`src/rtl/imem_loader_pkg.sv`:
```
// Shared definitions for the instruction-memory loader: FSM encoding,
// frame field constants and default geometry.
package imem_loader_pkg;

  localparam int ADDR_W_DEF     = 8;   // instruction-memory word-address width
  localparam int CNT_W_DEF      = 16;  // word-count field width (two header bytes)
  localparam int BYTES_PER_WORD = 4;   // payload bytes per instruction word
  localparam int HDR_BYTES      = 2;   // LEN_HI, LEN_LO

  typedef enum logic [2:0] {
    ST_LEN_HI = 3'd0,
    ST_LEN_LO = 3'd1,
    ST_DATA   = 3'd2,
    ST_WRITE  = 3'd3,
    ST_CSUM   = 3'd4,
    ST_RUN    = 3'd5,
    ST_ERR    = 3'd6
  } loader_state_e;

  // States in which the loader consumes stream bytes.
  function automatic logic is_rx_state(input loader_state_e s);
    return (s == ST_LEN_HI) || (s == ST_LEN_LO) || (s == ST_DATA) || (s == ST_CSUM);
  endfunction

endpackage

```
`src/rtl/loader_word_assembler.sv`:
```
// Collects payload bytes MSB-first into a 32-bit word and keeps the running
// 8-bit payload checksum. word_ready_o flags the byte that completes a word.
module loader_word_assembler
  import imem_loader_pkg::*;
(
  input  logic        clk,
  input  logic        rst_n,
  input  logic        clear_i,
  input  logic        accept_i,
  input  logic [7:0]  byte_i,
  output logic [31:0] word_o,
  output logic        word_ready_o,
  output logic [7:0]  csum_o
);

  logic [31:0] shift_q, shift_d;
  logic [1:0]  idx_q, idx_d;
  logic [7:0]  csum_q, csum_d;

  // Next-state: clear wins over accept; the checksum wraps modulo 256.
  always_comb begin
    shift_d = shift_q;
    idx_d   = idx_q;
    csum_d  = csum_q;
    if (clear_i) begin
      shift_d = '0;
      idx_d   = '0;
      csum_d  = '0;
    end else if (accept_i) begin
      shift_d = {shift_q[23:0], byte_i};
      idx_d   = idx_q + 2'd1;
      csum_d  = csum_q + byte_i;
    end
  end

  // Register the shift word, byte index and checksum.
  always_ff @(posedge clk or negedge rst_n) begin
    if (!rst_n) begin
      shift_q <= '0;
      idx_q   <= '0;
      csum_q  <= '0;
    end else begin
      shift_q <= shift_d;
      idx_q   <= idx_d;
      csum_q  <= csum_d;
    end
  end

  assign word_o       = shift_q;
  assign csum_o       = csum_q;
  assign word_ready_o = accept_i && (idx_q == 2'(BYTES_PER_WORD - 1));

endmodule

```
`src/rtl/imem_loader.sv`:
```
// Stream-to-instruction-memory loader. Parses a length-prefixed, checksummed
// frame, writes words from address 0 and holds the CPU until the image is good.
//
// Handshake: a byte transfers on a rising clk edge where rx_valid && rx_ready.
// rx_ready depends only on the registered state; rx_valid may drop at any time
// and the loader simply waits without side effects.
module imem_loader
  import imem_loader_pkg::*;
#(
  parameter int ADDR_W = ADDR_W_DEF,
  parameter int CNT_W  = CNT_W_DEF
) (
  input  logic              clk,
  input  logic              rst_n,
  input  logic [7:0]        rx_data,
  input  logic              rx_valid,
  output logic              rx_ready,
  input  logic              reload,
  output logic              im_we,
  output logic [ADDR_W-1:0] im_addr,
  output logic [31:0]       im_wdata,
  output logic              cpu_hold,
  output logic              done,
  output logic              err,
  output loader_state_e     dbg_state
);

  localparam int unsigned DEPTH = 1 << ADDR_W;

  loader_state_e     state_q, state_d;
  logic [CNT_W-1:0]  len_q, len_d;
  logic [ADDR_W-1:0] widx_q, widx_d;
  logic              done_q, done_d;

  logic              accept;
  logic              asm_clear;
  logic              asm_accept;
  logic              word_ready;
  logic [31:0]       word;
  logic [7:0]        csum;
  logic [CNT_W-1:0]  len_full;

  assign accept     = rx_valid && rx_ready;
  assign asm_accept = accept && (state_q == ST_DATA);
  // Word count as it stands once the low header byte is taken.
  assign len_full   = len_q | CNT_W'(rx_data);

  loader_word_assembler u_asm (
    .clk          (clk),
    .rst_n        (rst_n),
    .clear_i      (asm_clear),
    .accept_i     (asm_accept),
    .byte_i       (rx_data),
    .word_o       (word),
    .word_ready_o (word_ready),
    .csum_o       (csum)
  );

  // Next-state logic: frame parsing, word sequencing and reload handling.
  always_comb begin
    state_d   = state_q;
    len_d     = len_q;
    widx_d    = widx_q;
    asm_clear = 1'b0;
    unique case (state_q)
      ST_LEN_HI: begin
        if (accept) begin
          len_d   = CNT_W'({rx_data, 8'h00});
          state_d = ST_LEN_LO;
        end
      end
      ST_LEN_LO: begin
        if (accept) begin
          len_d = len_full;
          if (len_full == '0 || 32'(len_full) > DEPTH) state_d = ST_ERR;
          else                                         state_d = ST_DATA;
        end
      end
      ST_DATA: begin
        if (word_ready) state_d = ST_WRITE;
      end
      ST_WRITE: begin
        if (CNT_W'(widx_q) == len_q - CNT_W'(1)) begin
          state_d = ST_CSUM;
        end else begin
          widx_d  = widx_q + ADDR_W'(1);
          state_d = ST_DATA;
        end
      end
      ST_CSUM: begin
        if (accept) state_d = (rx_data == csum) ? ST_RUN : ST_ERR;
      end
      ST_RUN, ST_ERR: begin
        if (reload) begin
          state_d   = ST_LEN_HI;
          len_d     = '0;
          widx_d    = '0;
          asm_clear = 1'b1;
        end
      end
      default: state_d = ST_LEN_HI;
    endcase
    done_d = (state_d == ST_RUN) && (state_q != ST_RUN);
  end

  // State, length, word index and done-pulse registers.
  always_ff @(posedge clk or negedge rst_n) begin
    if (!rst_n) begin
      state_q <= ST_LEN_HI;
      len_q   <= '0;
      widx_q  <= '0;
      done_q  <= 1'b0;
    end else begin
      state_q <= state_d;
      len_q   <= len_d;
      widx_q  <= widx_d;
      done_q  <= done_d;
    end
  end

  assign rx_ready  = is_rx_state(state_q);
  assign im_we     = (state_q == ST_WRITE);
  assign im_addr   = widx_q;
  assign im_wdata  = word;
  assign cpu_hold  = (state_q != ST_RUN);
  assign err       = (state_q == ST_ERR);
  assign done      = done_q;
  assign dbg_state = state_q;

endmodule

```
`config.mk`:
```
export PLATFORM = sky130hd
export DESIGN_NAME = imem_loader
export DESIGN_NICKNAME = d
export VERILOG_FILES = /design/src/rtl/imem_loader_pkg.sv /design/src/rtl/loader_word_assembler.sv /design/src/rtl/imem_loader.sv
export SDC_FILE = /design/constraint.sdc
export NUM_CORES = 1
export LEC_CHECK = 0
export CAP_MARGIN = 10
export CORE_MARGIN = 1.5
export CORE_UTILIZATION = 60
export DETAILED_ROUTE_END_ITERATION = 7
export DONT_BUFFER_PORTS = 1
export PLACE_DENSITY = 0.76
export SLEW_MARGIN = 20
export SYNTH_ARGS = -nofsm -noshare
export SYNTH_HDL_FRONTEND = slang
export SYNTH_SLANG_ARGS = --single-unit
```
`constraint.sdc`:
```
create_clock -name clk -period 3 [get_ports clk]
set_input_delay 0 -clock clk [delete_from_list [all_inputs] [get_ports clk]]
set_output_delay 0 -clock clk [all_outputs]
set_load 0.01 [all_outputs]
```
After elaboration in Yosys (flattened, before gate mapping)

Cells that the tools add are included.

Output and inout bits: 48
Bits in registers: 70
Memories kept: 0
ROM bits: 0
Bits in writable memories: 0
Latch bits: 0
Logic and storage cells: 68
Input port bits: 12

Add/subtract/negate cells: 4
$mul: 0
Magnitude comparators: 1
Reductions and logical operators: 16
Shifts and indexed selects: 0
Bitwise operators: 1
Divide/modulo/power cells: 0
Equal/unequal tests: 15
Muxes and demuxes: 24

Operator list:

| kind                  | number |
|---|---|
| $mux 32               | 2 |
| $mux 16               | 3 |
| $pmux 16 s3           | 1 |
| $mux 8                | 4 |
| $mux 3                | 7 |
| $pmux 3 s6            | 1 |
| $eq 8x16->1           | 1 |
| $gt 16x9->1 const B   | 1 |
| $logic_not 16->1      | 1 |
| $or 16x8->16          | 1 |
| $pmux 8 s2            | 1 |
| $sub 16x1->16 const B | 1 |
| $eq 3x3->1 const B    | 4 |
| $add 8x1->8 const B   | 1 |
| $add 8x8->8           | 1 |
| $eq 8x8->1            | 1 |
| $ne 2x2->1 const B    | 4 |
| $eq 3x2->1 const B    | 2 |
| $mux 2                | 3 |
| $logic_and 1x1->1     | 4 |
| $logic_or 1x1->1      | 4 |
| $reduce_and 4->1      | 1 |
| $reduce_bool 2->1     | 2 |
| $eq 3x1->1 const B    | 1 |
| other kinds (8)       | 9 |

Depth between registers and ports, before layout

Gate-level depths: netlist of the first run.

Word-level depth: 11
Depth in mapped cells: 10
Mapped depth without buffers: 10

Hierarchy

From an unflattened synthesis of the first run, not the netlist that was laid out.

Cells, all modules: 402
Area total of the unflattened synthesis: 3928.8 sq um

By module, submodules not included:

| module                | cells each | instances | area an instance (sq um) |
|---|---|---|---|
| loader_word_assembler | 176        | 1         | 2028.2 |
| imem_loader           | 226        | 1         | 1900.6 |

Least setup slack after synthesis of the first run

Ideal clock, no wire load.

Kind: flip-flop to flip-flop
Start point: reg len_q[0]
End point: reg state_q[1] (netlist: dbg_state[1])
Arrival: 2579 ps
Setup time: 131 ps
Data required time: 2869 ps
Cell stages (with the launch flop): 10
Slack: 290 ps
Buffers on the path: 0
Cell sequence: dfrtp_1 -> inv_1 -> ha_1 -> nor3b_2 -> nor3b_1 -> mux2_2 -> o211ai_1 -> nand4b_4 -> and2_4 -> or3_1

Longest elaborated chain between the ends: 4

Ends and longest elaborated chain:

| item                   | line               | text |
|---|---|---|
| from (decl)            | imem_loader.sv:31  | `logic [CNT_W-1:0] len_q, len_d;` |
| from (signal assigned) | imem_loader.sv:115 | `len_q <= len_d;` |
| $sub 16x1->16          | imem_loader.sv:83  | `if (CNT_W'(widx_q) == len_q - CNT_W'(1)) begin` |
| $eq 8x16->1            | imem_loader.sv:83  |  |
| $mux 3                 | imem_loader.sv:83  |  |
| $pmux 3 s6             | imem_loader.sv:65  | `unique case (state_q)` |
| named net state_d[1]   | imem_loader.sv:30  | `loader_state_e state_q, state_d;` |
| to (signal assigned)   | imem_loader.sv:114 | `state_q <= state_d;` |
| to (decl)              | imem_loader.sv:30  |  |

The timed path passes the listed nets, and every way through them passes these cells.
A chain may end at the register's enable or synchronous reset.

Final worst setup path of the first run

Ends and elaborated chain as after synthesis.

==> metrics.cfg, run 1 <==
[yosys]
avgSynthCellArea_um2 = 8.95
synth-edff-count = 0
ys_seq_area_share_pct = 46.4
yosys.area_share.simple_pct = 28.1
yosys.area.top_type_share_pct = 46.4
synth_commonest_cells = 88 x nand2_1, 70 x dfrtp_1, 48 x nand3_1
synthTopCellsByArea = dfrtp_1 46%, nand2_1 8.7%, nand3_1 6.4%
synth_mux_area_share_pct = 1.89
synth_compound_gate_area_share_pct = 11.6
synth-seq-cells = 70
synth_top_family_by_area = simple AND/OR/NAND/NOR gates
syn_nets = 445
syn_inst = 422
syn_area_mm2 = 0.00378
synthXorXnorAreaFrac_pct = 3.25
synthFlopType = dfrtp_1
yosysTopAreaCell = dfrtp_1
synth_most_common_cell = nand2_1
synthAdderAreaFrac_pct = 3.84
yosysWarnings = 0
ys_types = 58
async_reset_ff_share_pct = 100

[grt]
grt_pass1_vias = 2913
grt_use_met1_pct = 41.1
grt-ovfl-total = 0
busiest_layer = met2
met2_usage_pct = 42.6
track_usage_pct = 29.1
globalRouteMet3Util_pct = 8.13
antenna_found_initial = 0
grt_pass1_wl_um = 14700
grt_max_degree = 71

[cts]
cts_hold_buf = 12
insertion_delay_ns = 0.36
cts.sinks = 70
clk_pin_slew_ns = 0.09
htree_levels = 3
cts_buffer_depth = 2
cts_root_buffer = clkbuf_8
cts_setup_buffers = 0
cts_tree = done
cts.repair.resized = 0
numCtsBuffers = 9

[timing]
setup_tns_ns = 0
worst_slew_pin_slew_ns = 0.650
rsz0062_at_grt = false
hold_viol_final = 0
finalClockSkew_ns = 0.0149
relSlewSlack_pct = 56.7
max_freq_mhz = 359
setup_ws_ns = 0.218
maxSlewViolCount = 0
finalCriticalPeriod_ns = 2.78
setup_viol = 0
period_share_pct = 92.7
holdWs_ns = 0.0117

[worst_setup_path]
cp_max_fo = 6
reg2reg_depth = 9
cp.depth = 9
start_kind = flop
worst_path_dominant_cell_family = simple AND/OR/NAND/NOR gates
cp_num_buf_inv = 1
cp_cell_sequence = inv_1, ha_1, nor3b_2, nor3b_1, mux2_2, o211ai_1, nand4b_4, and2_4, or3_1
slowest_delay_ns = 0.46
crit_type = reg -> reg
end_kind = flop
cp_slowest_cell = dfrtp_1
required_ns = 3.22
cp.arrival_ns = 3.01

[hold_path]
worstHoldPathType = in -> reg
min_path_cells = 3

[drt]
dr.pass1.iters = 5
postRouteAntennaNets = 0
viasPerCell = 6.22
vias = 3133
post_drt_wl_per_cell_um = 17.8
post-route-drc-count = 0
drt-initial-drc-count = 274
drt-total-wl_um = 8970

[cells_and_area]
area_growth_syn_to_layout_pct = 9.51
final_core_util_pct = 69.0
final_nets = 447
diodes = 0
fillers = 484
drive_above_1_share_pct = 9.09

[floorplan]
die-width_um = 82.3
dieArea_mm2 = 0.00678
rows = 28
initial_utilization_pct = 63.1
coreArea_mm2 = 0.00599
pin_count = 60
die_h_um = 82.3

[outcome]
outcome = finished clean

[placement]
portBuffers = 0
dp_hpwl_um = 5800
place.gp.congestion = 0.946
post-place-ws_ns = 0.324

[pwr]
ir_worst_vdd_mv = 0.579
p_leak_nw = 2.02
p_per_area_mw_per_mm2 = 1140

[job]
maxCapViolCount = 0

## layout make-up
cell class	instances	area, um2	area share (%)
Tap cell	75	93.8	2.27
Sequential cell	70	1750	42.3
Clock inverter	6	70.1	1.69
Timing Repair Buffer	17	188	4.54
Clock buffer	10	128	3.09
Inverter	14	52.6	1.27
Multi-Input combinational cell	312	1850	44.8
## worst reg2reg max path, stage by stage, from the launching register on
cell,delay [ns]
dfrtp_1,0.46
inv_1,0.09
ha_1,0.18
nor3b_2,0.23
nor3b_1,0.37
mux2_2,0.39
o211ai_1,0.25
nand4b_4,0.13
and2_4,0.19
or3_1,0.36
## state kept, by name, summed over array words and instances, names as in the netlist
register and flops:
u_asm.word_o 32, len_q 16, im_addr 8, u_asm.csum_o 8, dbg_state 3, u_asm.idx_q 2
done 1
## power breakdown
part           internal (W)  switching [W]  total [W]  leakage (nW)
Sequential          0.00133       0.000627    0.00196         0.920
Combinational      0.000842        0.00112    0.00196          1.01
Clock              0.000390       0.000395   0.000785        0.0895
## stage by stage
| stage | total power (W) | cell area [um2] | cells |
|---|---|---|---|
| finish | 0.00470 | 4140 | 504 |
| global route | 0.00507 | 4140 | 504 |
| CTS | 0.00467 | 4140 | 504 |
| detailed placement | 0.00384 | 3800 | 476 |
| global placement | 0.00376 | 3800 | 476 |
| floorplan | 0.00342 | 3780 | 422 |
## layer usage
layer	up-vias	share of wire [%]
met5	-	0
met4	0	1.6
met3	13	5.6
met2	107	48
met1	1537	45
li1	1476	-
## final timing paths
kind                                 from                to  slack, ns
max                              len_q[0]      dbg_state[1]       0.22
min reg2reg                u_asm.idx_q[1]    u_asm.idx_q[1]       0.51
min in group asynchronous           rst_n        im_addr[6]       0.18
max in group asynchronous           rst_n  u_asm.word_o[27]       2.50
max reg2reg                      len_q[0]      dbg_state[1]       0.22
min                                reload        im_addr[6]       0.01
## cell usage in the layout (no fill, tap or decap), types with 5 or more instances in the layout
master,instances
a21oi_1,20
a22o_1,7
and3_1,6
clkbuf_8,9
dfrtp_1,70
dlygate4sd3_1,11
ha_1,10
inv_1,14
mux2i_1,6
nand2_1,88
nand3_1,47
nand4_1,5
nor2_1,23
nor3_1,7
o21ai_0,16
xnor2_1,9
xor2_1,5
## logic make-up (layout without fill, tap and decap cells)
logic type | count (synthesis) | after routing
compound gates | 68 | 68
xor+xnor | 14 | 14
fa+ha+maj | 11 | 11
buf+inv | 40 | 47
flops | 70 | 70
mux | 7 | 7
simple gates | 212 | 212
Power figures use the tool's default switching activity.
==> inputs of run 2 (changes only) <==
--- a/config.mk
+++ b/config.mk
@@ -7,10 +7,10 @@
 export LEC_CHECK = 0
 export CAP_MARGIN = 10
 export CORE_MARGIN = 1.5
-export CORE_UTILIZATION = 60
+export CORE_UTILIZATION = 57
 export DETAILED_ROUTE_END_ITERATION = 7
 export DONT_BUFFER_PORTS = 1
-export PLACE_DENSITY = 0.76
+export PLACE_DENSITY = 0.75
 export SLEW_MARGIN = 20
 export SYNTH_ARGS = -nofsm -noshare
 export SYNTH_HDL_FRONTEND = slang
==> constraint.sdc (replaced) <==
create_clock -name clk -period 2.4 [get_ports clk]
set_input_delay 0 -clock clk [delete_from_list [all_inputs] [get_ports clk]]
set_output_delay 0 -clock clk [all_outputs]
set_load 0.01 [all_outputs]
==> metrics.cfg, run 2 (synthesis gave the netlist of run 1 again) <==
[worst_setup_path]
cp_num_buf_inv = 1  ; unchanged
cp.arrival_ns = 2.77  ; -0.24 ns
cp_max_fo = 6  ; unchanged
required_ns = 2.63  ; -0.59 ns
start_kind = flop
reg2reg_from = len_q[0]
slowest_delay_ns = 0.57  ; +0.11 ns
end_kind = flop
crit_type = reg -> reg
reg2reg_depth = 8  ; -1
cp_slowest_cell = or4_4
worst_path_dominant_cell_family = simple AND/OR/NAND/NOR gates
cp_cell_sequence = buf_4, or4_4, nor3_2, o22ai_1, nor4_4, nand4b_4, and2_4, or3_1
r2r_slack_ns = -0.13  ; -0.35 ns
worstReg2RegEnd = dbg_state[1]

[job]
maxCapViolCount = 0  ; unchanged

[cells_and_area]
fillers = 498  ; +2.9%
area_growth_syn_to_layout_pct = 18.0
final_cell_mix = 88 x nand2_1, 70 x dfrtp_1, 47 x nand3_1
fin_area_mm2 = 0.00446  ; +7.7%
drive_above_1_share_pct = 17.3  ; +8.2 points
largest_reg_flops = 32  ; unchanged
diodes = 0  ; unchanged
final_nets = 481  ; +7.6%
layout_commonest_cell = nand2_1

[pwr]
seq_power_share_pct = 35.0  ; -6.6 points
p_int_w = 0.00373  ; +45%
pwr-share-comb_pct = 48.7  ; +7.0 points
ir_worst_vdd_mv = 0.963  ; +66%
p_sw_share_pct = 42.7  ; -2.8 points
p_clk_share_pct = 16.3  ; -0.4 points
p_leak_nw = 2.21  ; +9.7%
p_per_area_mw_per_mm2 = 1460  ; +29%
power_switching_w = 0.00278  ; +30%

[grt]
grt-ovfl-total = 0  ; unchanged
grt_pass1_vias = 3194  ; +9.6%
antenna_found_initial = 0  ; unchanged
track_usage_pct = 28.0  ; -1.1 points
grt_pass1_wl_um = 15700  ; +6.7%
grt_max_degree = 71  ; unchanged

[hold_path]
worstHoldPathType = in -> reg
worstHoldStart = rx_valid
min_to = u_asm.csum_o[1]
min_path_cells = 2  ; -1

[cts]
cts.sinks = 70  ; unchanged
htree_levels = 3  ; unchanged
cts_root_buffer = clkbuf_8
cts_buffer_depth = 2  ; unchanged
cts_tree = done
clk_pin_slew_ns = 0.08  ; about the same
numCtsBuffers = 9  ; unchanged
insertion_delay_ns = 0.35  ; about the same

[timing]
finalClockSkew_ns = 0.00829  ; -0.00660 ns
relSlewSlack_pct = 58.0  ; +1.3 points
maxSlewViolCount = 0  ; unchanged
holdWs_ns = 0.0116  ; -0.0000745 ns
finalCriticalPeriod_ns = 2.53  ; -0.248 ns
worst_slew_pin_slew_ns = 0.630  ; -0.0199 ns
period_share_pct = 106  ; +13 points
setup_viol = 9  ; +9
setup_ws_ns = -0.134  ; -0.352 ns
max_freq_mhz = 395  ; +9.8%
rsz0062_at_grt = true
hold_viol_final = 0  ; unchanged

[floorplan]
coreArea_mm2 = 0.00639  ; +6.6%
die_h_um = 84.4  ; +2.5%
rows = 29  ; +3.6%
pin_count = 60  ; unchanged
dieArea_mm2 = 0.00712  ; +5.1%
die-width_um = 84.4  ; +2.5%
initial_utilization_pct = 59.1  ; -3.9 points

[drt]
post_drt_wl_per_cell_um = 17.5  ; -1.7%
drt-total-wl_um = 9440  ; +5.3%
viasPerCell = 6.08  ; -2.2%
post-route-drc-count = 0  ; unchanged
drt-initial-drc-count = 262  ; -4.4%
vias = 3283  ; +4.8%
dr.pass1.iters = 5  ; unchanged
postRouteAntennaNets = 0  ; unchanged

[outcome]
outcome = finished, violations left
violations = negative setup slack

[placement]
dp_hpwl_um = 6430  ; +11%
portBuffers = 0  ; unchanged
dpl_cell_area_mm2 = 0.00403  ; +5.9%
place.gp.congestion = 0.900  ; -4.9%

[run 2: power groups by stage]
stage	clock, W	sequential (W)	combinational [W]
after global routing	0.00112	0.00235	0.00351
after CTS	0.00107	0.00227	0.00307
final	0.00106	0.00228	0.00317
after global placement	0	0.00227	0.00282
after floorplan	0	0.00220	0.00216
after detailed placement	0	0.00228	0.00293
[run 2: worst max-delay path by stage]
stage / start / endpoint / slack [ns] / cells past startpoint
detailed placement: len_q[0] / dbg_state[1] / -0.11 / 9
global placement: len_q[1] / dbg_state[1] / -0.07 / 9
finish: len_q[0] / dbg_state[1] / -0.13 / 8
global route: len_q[1] / dbg_state[1] / -0.22 / 9
floorplan: len_q[0] / dbg_state[1] / -0.14 / 9
CTS: len_q[1] / dbg_state[1] / -0.09 / 10
[run 2: layer usage]
metal,global-route usage (%),share of wire (%),vias up
li1,-,-,1539
met1,36.3,42,1594
met2,45.8,49,124
met3,5.60,6.0,26
met4,12.6,2.6,0
met5,0,0,-
[run 2: through the flow]
| stage | setup slack, ns | util [%] | setup TNS (ns) | std cells | total power (W) |
|---|---|---|---|---|---|
| detailed placement | -0.108 | 63.0 | -0.223 | 506 | 0.00521 |
| global route | -0.216 | 69.8 | -1.44 | 540 | 0.00698 |
| global placement | -0.0711 | 63.0 | -0.0968 | 506 | 0.00509 |
| floorplan | -0.140 | - | -0.150 | 422 | 0.00436 |
| CTS | -0.0889 | 69.0 | -0.114 | 537 | 0.00641 |
| finish | -0.134 | 69.8 | -0.567 | 540 | 0.00651 |
[run 2: area by class of cell]
type	count	area (um2)	area share (%)
sequential	70	1750	39.3
inverter	14	52.6	1.18
multi-input combinational	312	1900	42.7
clock buffer	9	124	2.78
clock inverter	7	97.6	2.19
tap	77	96.3	2.16
timing repair buffer	51	430	9.66
[run 2: timing repair]
action,4_1_cts,5_1_grt
hold endpoints to repair,107,0
setup buffers,3,3
setup endpoints to repair,5,10
pin swaps,2,5
hold buffers,12,0
resized for setup,1,5
